[src/rtl/stream_pkg.sv]
// Shared types and defaults for the valid/ready byte-stream transmitter.
package stream_pkg;
  localparam int DATA_W_DEF = 8;

  typedef enum logic [1:0] {IDLE, DRIVE, STALL} tx_state_t;
endpackage

[src/rtl/stream_tx_fifo.sv]
// Synchronous FIFO. The pointers carry an extra wrap bit so that full and empty
// can be told apart without a separate counter.
module stream_tx_fifo
  import stream_pkg::*;
#(
  parameter int DATA_W = DATA_W_DEF,
  parameter int DEPTH  = 4,
  localparam int AW    = $clog2(DEPTH)
) (
  input  logic              clk,
  input  logic              rst,
  input  logic              push,
  input  logic [DATA_W-1:0] wr_data,
  input  logic              pop,
  output logic [DATA_W-1:0] rd_data,
  output logic              full,
  output logic              empty,
  output logic [AW:0]       level
);
  logic [DATA_W-1:0] mem [DEPTH];
  logic [AW:0]       wr_ptr, rd_ptr;

  always_ff @(posedge clk or posedge rst) begin
    if (rst) begin
      wr_ptr <= '0;
      rd_ptr <= '0;
    end else begin
      if (push) wr_ptr <= wr_ptr + 1'b1;
      if (pop)  rd_ptr <= rd_ptr + 1'b1;
    end
  end

  // Storage needs no reset; it is only read behind a valid pointer pair.
  always_ff @(posedge clk) begin
    if (push) mem[wr_ptr[AW-1:0]] <= wr_data;
  end

  assign rd_data = mem[rd_ptr[AW-1:0]];
  assign level   = wr_ptr - rd_ptr;
  assign empty   = (wr_ptr == rd_ptr);
  assign full    = (wr_ptr[AW] != rd_ptr[AW]) && (wr_ptr[AW-1:0] == rd_ptr[AW-1:0]);
endmodule

[src/rtl/stream_tx.sv]
// Stream initiator: buffers producer words, presents them on valid_o/data_o
// under ready_i back-pressure, counts transfers and watches for a stuck sink.
module stream_tx
  import stream_pkg::*;
#(
  parameter int DATA_W      = DATA_W_DEF,
  parameter int DEPTH       = 4,
  parameter int CNT_W       = 16,
  parameter int TIMEOUT_CYC = 64,
  localparam int LW         = $clog2(DEPTH + 1)
) (
  input  logic              clk,
  input  logic              rst,
  input  logic              wr_en_i,
  input  logic [DATA_W-1:0] wr_data_i,
  output logic              full_o,
  output logic [LW-1:0]     level_o,
  output logic              valid_o,
  output logic [DATA_W-1:0] data_o,
  input  logic              ready_i,
  output logic [CNT_W-1:0]  tx_count_o,
  output logic              timeout_o,
  input  logic              clr_timeout_i
);
  localparam int AW = $clog2(DEPTH);
  // Wide enough to hold TIMEOUT_CYC, and never zero bits when the watchdog is off.
  localparam int SW = $clog2(TIMEOUT_CYC + 2);
  localparam logic [SW-1:0] TO = SW'(TIMEOUT_CYC);

  tx_state_t         state, state_nxt;
  logic              push, pop, xfer, empty, stall, to_set;
  logic [DATA_W-1:0] head;
  logic [AW:0]       lvl;
  logic [SW-1:0]     stall_cnt;

  assign push    = wr_en_i && !full_o;
  assign valid_o = (state != IDLE);
  assign xfer    = valid_o && ready_i;
  assign pop     = !empty && ((state == IDLE) || xfer);
  assign stall   = valid_o && !ready_i;
  assign to_set  = (TIMEOUT_CYC != 0) && stall && (stall_cnt == TO - 1'b1);
  assign level_o = LW'(lvl);

  stream_tx_fifo #(.DATA_W(DATA_W), .DEPTH(DEPTH)) u_fifo (
    .clk     (clk),
    .rst     (rst),
    .push    (push),
    .wr_data (wr_data_i),
    .pop     (pop),
    .rd_data (head),
    .full    (full_o),
    .empty   (empty),
    .level   (lvl)
  );

  always_comb begin
    state_nxt = state;
    case (state)
      IDLE:  if (!empty) state_nxt = DRIVE;
      DRIVE: begin
        if (xfer)        state_nxt = empty ? IDLE : DRIVE;
        else if (to_set) state_nxt = STALL;
      end
      STALL: begin
        if (xfer)               state_nxt = empty ? IDLE : DRIVE;
        else if (clr_timeout_i) state_nxt = DRIVE;
      end
      default: state_nxt = IDLE;
    endcase
  end

  always_ff @(posedge clk or posedge rst) begin
    if (rst) begin
      state      <= IDLE;
      data_o     <= '0;
      tx_count_o <= '0;
      stall_cnt  <= '0;
      timeout_o  <= 1'b0;
    end else begin
      state <= state_nxt;
      if (pop)  data_o     <= head;
      if (xfer) tx_count_o <= tx_count_o + 1'b1;

      // A timeout firing in the same cycle as a clear takes precedence.
      if (xfer)                                stall_cnt <= '0;
      else if (to_set)                         stall_cnt <= TO;
      else if (clr_timeout_i)                  stall_cnt <= '0;
      else if (stall && (stall_cnt < TO))      stall_cnt <= stall_cnt + 1'b1;

      if (to_set)             timeout_o <= 1'b1;
      else if (clr_timeout_i) timeout_o <= 1'b0;
    end
  end
endmodule
[config.mk]
export PLATFORM = sky130hd
export DESIGN_NAME = stream_tx
export DESIGN_NICKNAME = d
export VERILOG_FILES = /design/src/rtl/stream_pkg.sv /design/src/rtl/stream_tx_fifo.sv /design/src/rtl/stream_tx.sv
export SDC_FILE = /design/constraint.sdc
export NUM_CORES = 1
export LEC_CHECK = 0
export ABC_CLOCK_PERIOD_IN_PS = 5100
export CORE_MARGIN = 2
export CORE_UTILIZATION = 44
export CTS_CLUSTER_DIAMETER = 200
export DETAILED_ROUTE_END_ITERATION = 8
export GPL_TIMING_DRIVEN = 0
export PLACE_DENSITY_LB_ADDON = 0.15
export SLEW_MARGIN = 5
export SYNTH_ARGS = -nofsm -noshare
export SYNTH_HDL_FRONTEND = slang
export SYNTH_SLANG_ARGS = --single-unit
[constraint.sdc]
create_clock -name clk -period 5.1 [get_ports clk]
set_clock_uncertainty 0.15 [all_clocks]
set_input_delay 0.51 -clock clk [delete_from_list [all_inputs] [get_ports clk]]
set_output_delay 0.51 -clock clk [all_outputs]
set_load 0.005 [all_outputs]
### After elaboration in Yosys (flattened, before gate mapping)

Memory sizes are Yosys's and may differ from the RTL's. A register that Yosys moved wholly into a read port is not among the register bits.
Index checks and enable logic that the tools add are counted.

* $add $sub $neg: 5
* multipliers: 0
* divide/modulo/power cells: 0
* $lt $le $gt $ge: 1
* equal/unequal tests: 9
* shifts and indexed selects: 0
* multiplexer cells: 15
* bitwise gates (word level): 0
* reductions and logical operators: 16

Operators by type and width (count)
* $mux W7: 4
* $add A16 B1 Y16 const B: 1
* $mux W2: 5
* $add A7 B1 Y7 const B: 1
* $eq A7 B6 Y1 const B: 1
* $logic_and A1 B1 Y1: 7
* $lt A7 B7 Y1 const B: 1
* $add A3 B1 Y3 const B: 2
* $ne A3 B3 Y1 const B: 2
* $pmux W2 S3: 1
* $mux W1: 5
* $reduce_bool A2 Y1: 2
* $reduce_bool A4 Y1: 1
* $eq A3 B3 Y1: 1
* $logic_not A1 Y1: 3
* $reduce_and A3 Y1: 1
* $sub A3 B3 Y3: 1
* $eq A2 B1 Y1 const B: 1
* $eq A2 B2 Y1: 1
* $eq A2 B2 Y1 const B: 1
* $logic_not A2 Y1: 1
* $ne A2 B2 Y1 const B: 1
* $logic_or A1 B1 Y1: 1
* $ne A1 B1 Y1: 1

* bits in registers: 32
* bits in latches: 0
* RAM bits: 32
* ROM bits: 0
* bits of input ports: 13
* memories kept: 1

Memories
* u_fifo.mem: words 4, width 8, read ports 1, clocked after memory_dff 1, wr ports 1, line stream_tx_fifo.sv:20 `logic [DATA_W-1:0] mem [DEPTH];`

### Logic depth before layout (Yosys ltp)

* word-level depth: 7
* gate-level depth with buffers: 7

### Hierarchy

A second synthesis with hierarchy kept.

* cells, all modules: 211
* area total of the unflattened synthesis: 3095.5 µm²

By module, submodules not included
* stream_tx_fifo: times used 1, cells an instance 80, area each 1550.2 µm², seq. area each 1111.1 µm²
* stream_tx: times used 1, cells an instance 131, area each 1545.2 µm², seq. area each 850.8 µm²

### Worst setup path after synthesis

No wires, ideal clock.

* path kind: flip-flop to flip-flop
* start point: reg u_fifo.rd_ptr[1]
* end point: mem u_fifo.mem[3][0] (netlist name), enable pin
* arrival: 1687 ps
* required time: 4611 ps
* setup slack: 2924 ps
* cell stages (with the launch flop): 7
* path buffers: 1
* clock period less this slack: 2176 ps
* cells stage by stage: dfrtp_1 > clkbuf_1 > inv_1 > ha_1 > nand2_1 > o21a_1 > and2_1

* longest elaborated chain between the ends: 6

Ends and longest elaborated chain
* start: declaration: line stream_tx_fifo.sv:21 `logic [AW:0] wr_ptr, rd_ptr;`
* start signal: assignment: line stream_tx_fifo.sv:29 `if (pop) rd_ptr <= rd_ptr + 1'b1;`
* $eq A2 B2 Y1: line stream_tx_fifo.sv:41 `assign full = (wr_ptr[AW] != rd_ptr[AW]) && (wr_ptr[AW-1:0] == rd_ptr[AW-1:0]);`
* $logic_and A1 B1 Y1: line stream_tx_fifo.sv:41
* $logic_not A1 Y1: line stream_tx.sv:36 `assign push = wr_en_i && !full_o;`
* $logic_and A1 B1 Y1: line stream_tx.sv:36
* $mux W1: line stream_tx_fifo.sv:35 `if (push) mem[wr_ptr[AW-1:0]] <= wr_data;`
* $mux W1 (implied by the code): line stream_tx_fifo.sv:35
* end: declaration: line stream_tx_fifo.sv:20

Every way passes these cells.

### Worst setup path in the final report

* start point: reg u_fifo.rd_ptr[1]
* end point: out full_o

* longest elaborated chain between the ends: 2

Ends and longest elaborated chain
* $eq A2 B2 Y1: line stream_tx_fifo.sv:41
* $logic_and A1 B1 Y1: line stream_tx_fifo.sv:41
* end: declaration: line stream_tx.sv:16 `output logic full_o,`

Every way passes these cells.

==> flow_summary.yaml <==
place:
  dp_worst_setup_slack_ns: 2.38
  numPortBuffers: 41
  place_congestion: 0.755
  dp_hpwl_um: 3750
clock_network:
  ctsResizeCount: 0
  cts_sinks: 72
  path_clk_slew_ns: 0.08
  root_buffer: "clkbuf_8"
  cts_buffers: 9
  cts.path.max_buffers: 2
  clock_latency_ns: 0.34
  htree_levels: 3
  cts_setup_buffers: 0
  cts_tree: "done"
  hold_buffers: 0
routing:
  wl_per_cell_um: 14.8
  drt-vias-per-instance: 4.97
  drc: 0
  vias: 1844
  wl_um: 5490
  ant_nets: 0
  dr.pass1.iters: 4
  drt-initial-drc-count: 39
cells_and_area:
  final_common_cell: "clkdlybuf4s50_1"
  final_cell_mix: "clkdlybuf4s50_1, dfrtp_1, edfxtp_1"
  multi_input_area_um2: 1090
  fin_nets: 293
  area_growth_pct: 23.9
  fillers: 584
  drive_gt1_share_pct: 14.9
  regArea_um2: 1960
  antenna-diode-count: 0
synth:
  seq_area_frac_synth_pct: 62.8
  ys_types: 39
  ys_ff_latch: 72
  synth_nets: 240
  yosysWarningCount: 0
  yosysTopAreaCell: "dfrtp_1"
  syn_area_um2: 3120
  synth_top_area_share_pct: 32.1
  netlist_top_cells_area: "dfrtp_1, edfxtp_1, mux4_2"
  synthCells: 217
  avgSynthCellArea_um2: 14.4
grt:
  antenna_found_initial: 0
  grt_pass1_vias: 1858
  grt_usage_pct: 15.9
  grt_pass1_wl_um: 9230
  overflow: 0
  grt_max_degree: 34
sta:
  fin_crit_sh_pct: 59.5
  finalSetupViolations: 0
  max_slew_margin_pct: 57.3
  finalHoldViolCount: 0
  worst_slack_ns: 2.07
  setup_tns_ns: 0
  tightest_slew_ns: 0.640
  fmaxAchievable_ghz: 0.330
  rsz0062_at_grt: "false"
  slew_viol_final: 0
  period_needed_ns: 3.03
die:
  io-pin-count: 43
  core-area_um2: 6830
  die_area_um2: 7790
  die_w_um: 88.2
  rows: 30
  dieHeight_um: 88.2
  initial_core_util_pct: 45.7
worst_hold_path:
  worstHoldPathType: "primary input to asynchronous set/reset pin"
power_and_ir_drop:
  ir_drop_mv: 0.273
  leakage_nw: 1.53
  power_density_nw_per_um2: 545
setup_path:
  path_class: "register to output pin"
  crit_path_cell_trace: "clkbuf_1, inv_1, ha_1, nand2_1, nor2_1, clkdlybuf4s50_1"
  path_max_fanout: 10
  crit_arrival_ns: 2.37
  endpoint_kind: "output pin"
  cp-start-kind: "register"
  slowest_stage: "clkbuf_1"
  slowest_delay_ns: 0.52
  required_ns: 4.44
flow_run:
  drv_cap: 0
status:
  status: "complete, no violations"
## cell usage after synthesis (all sizes together)
cell type / instances
nand4: 6
xor2: 4
nand4b: 1
a21oi: 7
mux2: 9
o211ai: 1
dfrtp: 40
a2bb2oi: 1
and2: 4
mux4: 8
or3: 5
buf: 3
nor2: 8
xnor2: 17
o22ai: 1
and3: 4
a211oi: 2
and4: 1
o21bai: 1
clkbuf: 2
nand3b: 1
o21a: 1
o21ai: 6
nand2b: 4
o22a: 1
nand3: 9
a32o: 1
inv: 11
nor3: 1
edfxtp: 32
nand2: 14
o2111ai: 1
ha: 9
fa: 1
## sequential cells by signal, summed over array words and instances, names as in the netlist
name,cells
timeout_o,1
stall_cnt,7
tx_count_o,16
data_o,8
u_fifo.rd_ptr,3
u_fifo.wr_ptr,3
u_fifo.mem,32
state,2
## where the power goes
group	internal, mW	switching, mW
clock network	0.226	0.217
logic	0.474	0.330
registers	0.764	0.0988
## path summary, 6_finish.rpt
kind                                  startpoint  depth (start not counted)          endpoint  slack (ns)
worst max-delay path            u_fifo.rd_ptr[1]                          6            full_o        2.07
worst min-delay path                         rst                          2    tx_count_o[14]        0.23
worst max register to register  u_fifo.rd_ptr[1]                          6  u_fifo.mem[3][7]        2.42
worst min register to register    tx_count_o[15]                          1    tx_count_o[15]        0.32
max in group asynchronous                    rst                          3          state[0]        4.14
min in group clk                  tx_count_o[15]                          1    tx_count_o[15]        0.32
## routing by layer
metal,GRT usage (%),vias to the layer above,routed length (um)
li1,-,901,-
met1,20.8,898,2530
met2,25.3,36,2640
met3,4.38,9,226
met4,6.61,0,93
met5,0,-,0
## worst max-delay path, delay by kind of cell, from the launching register on
family,cells,cell delay [ns]
buffers and inverters,3,1.12
AND/OR/NAND/NOR,2,0.16
adder cells (fa/ha/maj),1,0.34
flip-flops,1,0.40
## layout make-up
cell class,count,share of cell area (%)
repair buffers,42,11.1
multi-input cells,129,28.2
clock inverters,7,1.84
inverters,11,1.07
well taps,96,3.10
plain buffers,5,0.744
clock buffers,9,3.20
flip-flops and latches,72,50.7
## metrics by stage
stage / power [mW] / utilization, % / area [um^2] / instances / hold WS, ns
global route: 2.26 / 56.6 / 3870 / 371 / 0.231
detailed placement: 1.70 / 53.8 / 3670 / 355 / 0.312
finish: 2.11 / 56.6 / 3870 / 371 / 0.229
CTS: 2.15 / 56.6 / 3870 / 371 / 0.224
floorplan: 1.36 / - / 3120 / 217 / 0.318
global placement: 1.68 / 53.5 / 3650 / 354 / 0.310
## kinds of logic after synthesis
family          share of synthesized area (%)
compound gates                           4.69
mux                                      9.98
buf+inv                                  2.24
fa+ha+maj                                4.25
simple gates                             9.90
flops                                    62.8
xor+xnor                                 6.13
No activity file was read; power rests on OpenSTA's default activity.
